<file path="src/rtl/flood_reveal.sv">
`default_nettype none
// ============================================================================
// Module      : flood_reveal
// Description : Reveals a clicked field and flood-fills through zero-count
//               fields with a repeated raster sweep, one cell per clock.
// Revision    : 1.0 - initial release
// ============================================================================
module flood_reveal #(
  parameter int SIZE_EASY   = 8,
  parameter int SIZE_MEDIUM = 10,
  parameter int SIZE_HARD   = 16
) (
  input  logic                   clk,
  input  logic                   rst,
  input  logic [1:0]             level,
  input  logic                   new_game,
  input  logic                   start,
  input  logic [3:0]             click_x,
  input  logic [3:0]             click_y,
  input  logic                   explode,
  input  logic [15:0][15:0]      mine_arr,
  input  logic [15:0][15:0][2:0] num_arr,
  output logic [15:0][15:0]      reveal_arr,
  output logic                   busy,
  output logic                   done
);

  localparam logic [4:0] c_n_easy   = 5'(SIZE_EASY);
  localparam logic [4:0] c_n_medium = 5'(SIZE_MEDIUM);
  localparam logic [4:0] c_n_hard   = 5'(SIZE_HARD);

  typedef enum logic [2:0] {
    S_IDLE     = 3'd0,
    S_SEED     = 3'd1,
    S_SCAN     = 3'd2,
    S_PASS_END = 3'd3,
    S_DONE     = 3'd4
  } state_t;

  state_t      r_state;
  logic [3:0]  r_x;
  logic [3:0]  r_y;
  logic [3:0]  r_cx;
  logic [3:0]  r_cy;
  logic [1:0]  r_level;
  logic        r_changed;

  logic [4:0]  w_n_req;
  logic [4:0]  w_n;
  logic [3:0]  w_xm, w_xp, w_ym, w_yp;
  logic        w_vxm, w_vxp, w_vym, w_vyp;
  logic        w_nb;
  logic        w_set;
  logic        w_last_x;
  logic        w_last_y;
  logic        w_accept;
  logic        w_abort;
  logic [15:0][15:0] w_src;

  function automatic logic [4:0] edge_of(input logic [1:0] lv);
    case (lv)
      2'd1:    return c_n_easy;
      2'd2:    return c_n_medium;
      2'd3:    return c_n_hard;
      default: return 5'd0;
    endcase
  endfunction

  // Request size follows the live level; the sweep uses the level latched at accept.
  assign w_n_req = edge_of(level);
  assign w_n     = edge_of(r_level);

  // A cell can spread the flood when it is revealed, not a mine and has count 0
  // (a wrapped count of 8 also reads as 0; the mine term keeps mines out).
  for (genvar gx = 0; gx < 16; gx++) begin : g_src_x
    for (genvar gy = 0; gy < 16; gy++) begin : g_src_y
      assign w_src[gx][gy] = reveal_arr[gx][gy] & ~mine_arr[gx][gy] &
                             (num_arr[gx][gy] == 3'd0);
    end
  end

  assign w_xm  = r_x - 4'd1;
  assign w_xp  = r_x + 4'd1;
  assign w_ym  = r_y - 4'd1;
  assign w_yp  = r_y + 4'd1;
  assign w_vxm = (r_x != 4'd0);
  assign w_vym = (r_y != 4'd0);
  assign w_vxp = (({1'b0, r_x} + 5'd1) < w_n);
  assign w_vyp = (({1'b0, r_y} + 5'd1) < w_n);

  // Validity flags stop the 4-bit neighbour indices from wrapping across edges.
  assign w_nb = (w_vxm & w_vym & w_src[w_xm][w_ym]) |
                (        w_vym & w_src[r_x ][w_ym]) |
                (w_vxp & w_vym & w_src[w_xp][w_ym]) |
                (w_vxm &         w_src[w_xm][r_y ]) |
                (w_vxp &         w_src[w_xp][r_y ]) |
                (w_vxm & w_vyp & w_src[w_xm][w_yp]) |
                (        w_vyp & w_src[r_x ][w_yp]) |
                (w_vxp & w_vyp & w_src[w_xp][w_yp]);

  assign w_set    = ~reveal_arr[r_x][r_y] & ~mine_arr[r_x][r_y] & w_nb;
  assign w_last_x = ({1'b0, r_x} == (w_n - 5'd1));
  assign w_last_y = ({1'b0, r_y} == (w_n - 5'd1));

  assign w_accept = start && (level != 2'd0) &&
                    ({1'b0, click_x} < w_n_req) && ({1'b0, click_y} < w_n_req);
  assign w_abort  = (r_state != S_IDLE) && (level != r_level);

  always_ff @(posedge clk) begin
    if (rst) begin
      r_state    <= S_IDLE;
      r_x        <= 4'd0;
      r_y        <= 4'd0;
      r_cx       <= 4'd0;
      r_cy       <= 4'd0;
      r_level    <= 2'd0;
      r_changed  <= 1'b0;
      reveal_arr <= '0;
      busy       <= 1'b0;
      done       <= 1'b0;
    end else if (new_game) begin
      r_state    <= S_IDLE;
      r_x        <= 4'd0;
      r_y        <= 4'd0;
      r_changed  <= 1'b0;
      reveal_arr <= '0;
      busy       <= 1'b0;
      done       <= 1'b0;
    end else if (explode || w_abort) begin
      r_state <= S_IDLE;
      busy    <= 1'b0;
      done    <= 1'b0;
    end else begin
      done <= 1'b0;
      case (r_state)
        S_IDLE: begin
          if (w_accept) begin
            r_cx    <= click_x;
            r_cy    <= click_y;
            r_level <= level;
            busy    <= 1'b1;
            r_state <= S_SEED;
          end
        end
        S_SEED: begin
          if (mine_arr[r_cx][r_cy]) begin
            done    <= 1'b1;
            r_state <= S_DONE;
          end else begin
            reveal_arr[r_cx][r_cy] <= 1'b1;
            r_x       <= 4'd0;
            r_y       <= 4'd0;
            r_changed <= 1'b0;
            r_state   <= S_SCAN;
          end
        end
        S_SCAN: begin
          if (w_set) begin
            reveal_arr[r_x][r_y] <= 1'b1;
            r_changed            <= 1'b1;
          end
          if (w_last_x) begin
            r_x <= 4'd0;
            if (w_last_y) begin
              r_y     <= 4'd0;
              r_state <= S_PASS_END;
            end else begin
              r_y <= r_y + 4'd1;
            end
          end else begin
            r_x <= r_x + 4'd1;
          end
        end
        S_PASS_END: begin
          if (r_changed) begin
            r_changed <= 1'b0;
            r_x       <= 4'd0;
            r_y       <= 4'd0;
            r_state   <= S_SCAN;
          end else begin
            done    <= 1'b1;
            r_state <= S_DONE;
          end
        end
        S_DONE: begin
          busy    <= 1'b0;
          r_state <= S_IDLE;
        end
        default: begin
          busy    <= 1'b0;
          r_state <= S_IDLE;
        end
      endcase
    end
  end

endmodule
`default_nettype wire

</file>
<file path="config.mk">
export PLATFORM = sky130hd
export DESIGN_NAME = flood_reveal
export DESIGN_NICKNAME = d
export VERILOG_FILES = /design/src/rtl/flood_reveal.sv
export SDC_FILE = /design/constraint.sdc
export NUM_CORES = 2
export LEC_CHECK = 0
export BUFFER_PORTS_ARGS = -buffer_cell sky130_fd_sc_hd__buf_2
export CORE_AREA = 2 2 503 505
export DETAILED_ROUTE_END_ITERATION = 6
export DIE_AREA = 0 0 505 507
export PLACE_DENSITY = 0.3
export SETUP_SLACK_MARGIN = 0.5
export SLEW_MARGIN = 40
export SYNTH_ARGS = -nofsm -noshare
export SYNTH_HDL_FRONTEND = slang
export SYNTH_SLANG_ARGS = --single-unit
</file>
<file path="constraint.sdc">
create_clock -name clk -period 7.7 [get_ports clk]
set_input_delay 0.77 -clock clk [delete_from_list [all_inputs] [get_ports clk]]
set_output_delay 0.77 -clock clk [all_outputs]
set_load 0.02 [all_outputs]
</file>
==> flow_results.org <==
** Status
- The run finished with clean final reports.

** GRT
- Global-route usage over all layers :: 29.63%
- Vias in the first global route :: 42430
- Entering global routing, the biggest net connects 132 pins.
- After global routing the overflow that remains totals 0.
- First-pass GRT wire length :: 493500 um
- Antenna violations before repair :: 113

** Synthesis
- By area, the combinational part of the netlist is dominated by compound AO/OA/AOI/OAI gates.
- Commonest cells in the netlist :: 328 x nor2_1, 312 x nand2_1, 291 x o22ai_1, 280 x dfxtp_1, 267 x or3_1
- Dividing the synthesized area by the synthesized cell count gives 7.621 sq um.
- The number of different library cells used by synthesis comes to 78.
- The synthesized netlist occupies a cell area of 28790 sq um.
- Of the synthesized area, sequential elements account for 19.47%.
- Summing the areas of all compound-gate instances in the mapped netlist gives 32.50% of the synthesized area.
- Post-Synthesis Net Count :: 4840
- Post-Syn Instances :: 3778
- Adder-cell share of the synthesized area :: 0.9994%
- Sorting the synthesized cells by area gives the leading types as dfxtp_1 19%, mux4_2 9.9%, o221a_2 8.3%.
- After Yosys synthesis, and, or, nand and nor cells account for 30.17% of the synthesized area.
- Top flip-flop cell by instance count after synthesis :: dfxtp_1
- Yosys instantiated no cell more often than nor2_1.
- Flip-flop and latch count after synthesis :: 280
- Total of warnings raised by yosys :: 0
- Number of enable flip-flop cells after synthesis :: 0
- Counting flops with an async set or reset pin after synthesis yields a share of 0%.
- The synthesized netlist devotes 0.4823% of its cell area to XOR and XNOR gates.
- The biggest area contributor in the post-synthesis netlist is dfxtp_1.
- Multiplexer area fraction after synthesis :: 10.72%
- Area share of the leading cell type in the synthesized netlist :: 19.47%

** Timing
- The count of endpoints failing hold in the final timing report came to 0.
- The total count of max-transition violations in the final report was 0.
- The worst path uses 76.54% of the clock period.
- Across the routed clock network, the largest skew measured is 0.05030 ns.
- Across all hold checks on the routed design, the worst slack comes to 0.3715 ns.
- Clock period minus worst slack :: 5.894 ns
- Tightest slew margin relative to the limit :: 28.24%
- Slew at the pin with the worst max-slew slack :: 1.067 ns
- RSZ-0062 raised after global routing :: no
- Timing would allow up to 169.7 MHz.
- Setup violators final :: 0
- Setup TNS :: 0 ns

** Job
- Max-cap violations :: 0

** Cells and area
- Of the cells placed in the final design, the portion with a size suffix greater than 1 is 43.42%.
- The final layout contains 6122 nets.
- The filler cells instantiated in the layout total 28810.
- Area growth from synthesis to layout :: 50.57%

** Clocking
- Clock-pin slew on the worst setup and hold paths :: 0.06 ns
- Clock latency at the later pin of the worst-skew pair :: 0.65 ns
- Longest Clk Path Bufs :: 3
- Number of CTS-inserted buffers :: 40
- Number of gates resized after cts :: 0
- Post-CTS setup-driven buffer insertion count :: 0
- Clock tree synthesis found a total of 280 sinks.
- Buffers inserted to repair hold after CTS numbered 0.
- Clock tree from TritonCTS :: done
- CTS Root Cell :: clkbuf_16
- # H-tree levels :: 2

** Die
- The die covers 256000 sq um.
- Area of the core :: 250500 sq um
- Floorplan die width :: 505 um
- The initial utilization of the core area, before any placement, comes to 11.50%.
- Std-Cell Rows :: 184
- In this run the vertical extent of the chip is 507 um.
- 1297 I/O pins were placed.

** Hold path
- Launch instance of the worst min-delay path :: click_x[0]
- The path class of the tightest hold or removal check is input pin to flop.

** Power
- Leakage :: 19.12 nW
- Across the VDD grid, the largest voltage drop is 142.7 uV.
- Power Dens Cells :: 99.20 nW/um^2

** Detailed routing
- Via density per instance :: 5.327
- Number of DRC violations after detailed-routing iteration 0 :: 6528
- After detailed routing, the average wire length per cell comes to 47.01 um.
- In the routed design, unresolved DRC markers number 0.
- The first TritonRoute pass finished after 6 iterations.
- Routed Antenna Nets :: 0
- Post-Route WL :: 398800 um
- Count of vias placed by the detailed router :: 45200

** Place
- Detailed placement ended at an HPWL of 338500 um.
- Routability-driven placement finished with a final weighted congestion of 0.9812.
- Input and output buffers added on the ports amount to 1296.

** Worst setup path
- CP required :: 8.19 ns
- Sort of element at the end of the critical path :: flop
- Crit path arrival time :: 6.39 ns
- Startpoint class of the critical path :: flop
- FF-to-FF Start :: r_x[2]$_SDFFE_PP0P_
- Peak fanout along the critical path :: 19
- The critical path is of the flop to flop type.
- The critical path starts at r_x[2]$_SDFFE_PP0P_.
- For flop-to-flop paths, the worst setup slack is 1.81 ns.
-- cells in the final DEF, fill, tap and decap left out, types with 16 or more instances in the layout --
cell type and count:
a22oi_1 75, dfxtp_1 269, nor4_4 30, a211oi_1 68
mux4_2 126, o221a_1 43, nor3b_1 19, o2111ai_1 44
inv_1 17, buf_12 34, nor4_2 58, a21oi_1 131
buf_4 278, buf_2 1296, diode_2 44, nor2_2 16
nor2_1 307, nor4_1 140, a31oi_1 32, or3_1 267
nor2b_1 16, clkbuf_16 40, and2_1 24, nand3_1 245
nand4_1 61, nand2_1 297, nor3_1 149, o211ai_1 100
mux2i_1 18, o22ai_1 291, o21ai_0 57, o221a_2 213
ha_1 22, a221oi_1 23
-- power breakdown --
group	total [W]	switching (W)	internal, W
clock network	0.00198	0.000855	0.00113
registers	0.00145	0.00000573	0.00145
logic	0.000862	0.000546	0.000316
total	0.00430	0.00141	0.00289
-- layer usage --
| layer | global-route usage, % | vias up | wire length, um |
|---|---|---|---|
| li1 | - | 18150 | - |
| met3 | 7.447 | 545 | 36080 |
| met1 | 39.98 | 23240 | 173700 |
| met5 | 0 | - | 298 |
| met2 | 44.73 | 3208 | 169100 |
| met4 | 11.98 | 48 | 19660 |
-- flip-flops by register name (all words and copies together) (netlist names) --
signal	flops
r_state	3
r_level	2
done	1
busy	1
r_cy	4
reveal_arr	256
r_cx	4
r_x	4
r_changed	1
r_y	4
-- metrics by stage --
stage / utilization [%] / setup slack [ns] / cells / power, W / instance area (sq um)
after detailed placement: 16.70 / 2.060 / 8365 / 0.002330 / 41840
final: 17.31 / 1.806 / 8484 / 0.004301 / 43350
after floorplan: - / 2.410 / 3778 / 0.001666 / 28790
after global routing: 17.28 / 1.816 / 8453 / 0.004400 / 43280
after global placement: 16.42 / 1.736 / 8364 / 0.002298 / 41120
after CTS: 17.24 / 2.033 / 8439 / 0.004310 / 43170
-- final timing paths --
path | endpoint | depth (start not counted)
max | reveal_arr[204]$_SDFFE_PP0P_ | 13
min | r_cx[0]$_SDFFE_PP0P_ | 3
max reg2reg | reveal_arr[204]$_SDFFE_PP0P_ | 13
min reg2reg | busy$_SDFFE_PP0P_ | 2
-- cell type report --
type	instances	area (sq um)	share of cell area [%]
multi-input cells	3107	22750	52.46
well taps	3348	4189	9.662
clock inverters	14	156.4	0.3608
repair buffers	1609	9265	21.37
inverters	22	82.58	0.1905
flip-flops and latches	280	5629	12.98
diodes	44	110.1	0.2540
clock buffers	60	1176	2.713
-- cells by family after synthesis --
logic type	after synthesis
flip-flops	280
AO/OA/AOI/OAI	1203
buffers and inverters	391
AND/OR/NAND/NOR	1716
multiplexers	150
adder cells (fa/ha/maj)	23
XOR/XNOR	15
-- critical path, cell delays in order (launching register included) --
cell and delay, ns:
dfxtp_2 0.89, buf_4 0.37, inv_2 0.24, nor2_2 0.29, o221ai_1 0.19, a41oi_1 0.81
o32ai_1 0.43, mux4_2 0.60, o31ai_1 0.58, a311oi_1 0.16, a211o_4 0.50, buf_12 0.22
buf_12 0.16, o221a_2 0.22
Note: power is estimated with default switching activity, not from simulation.
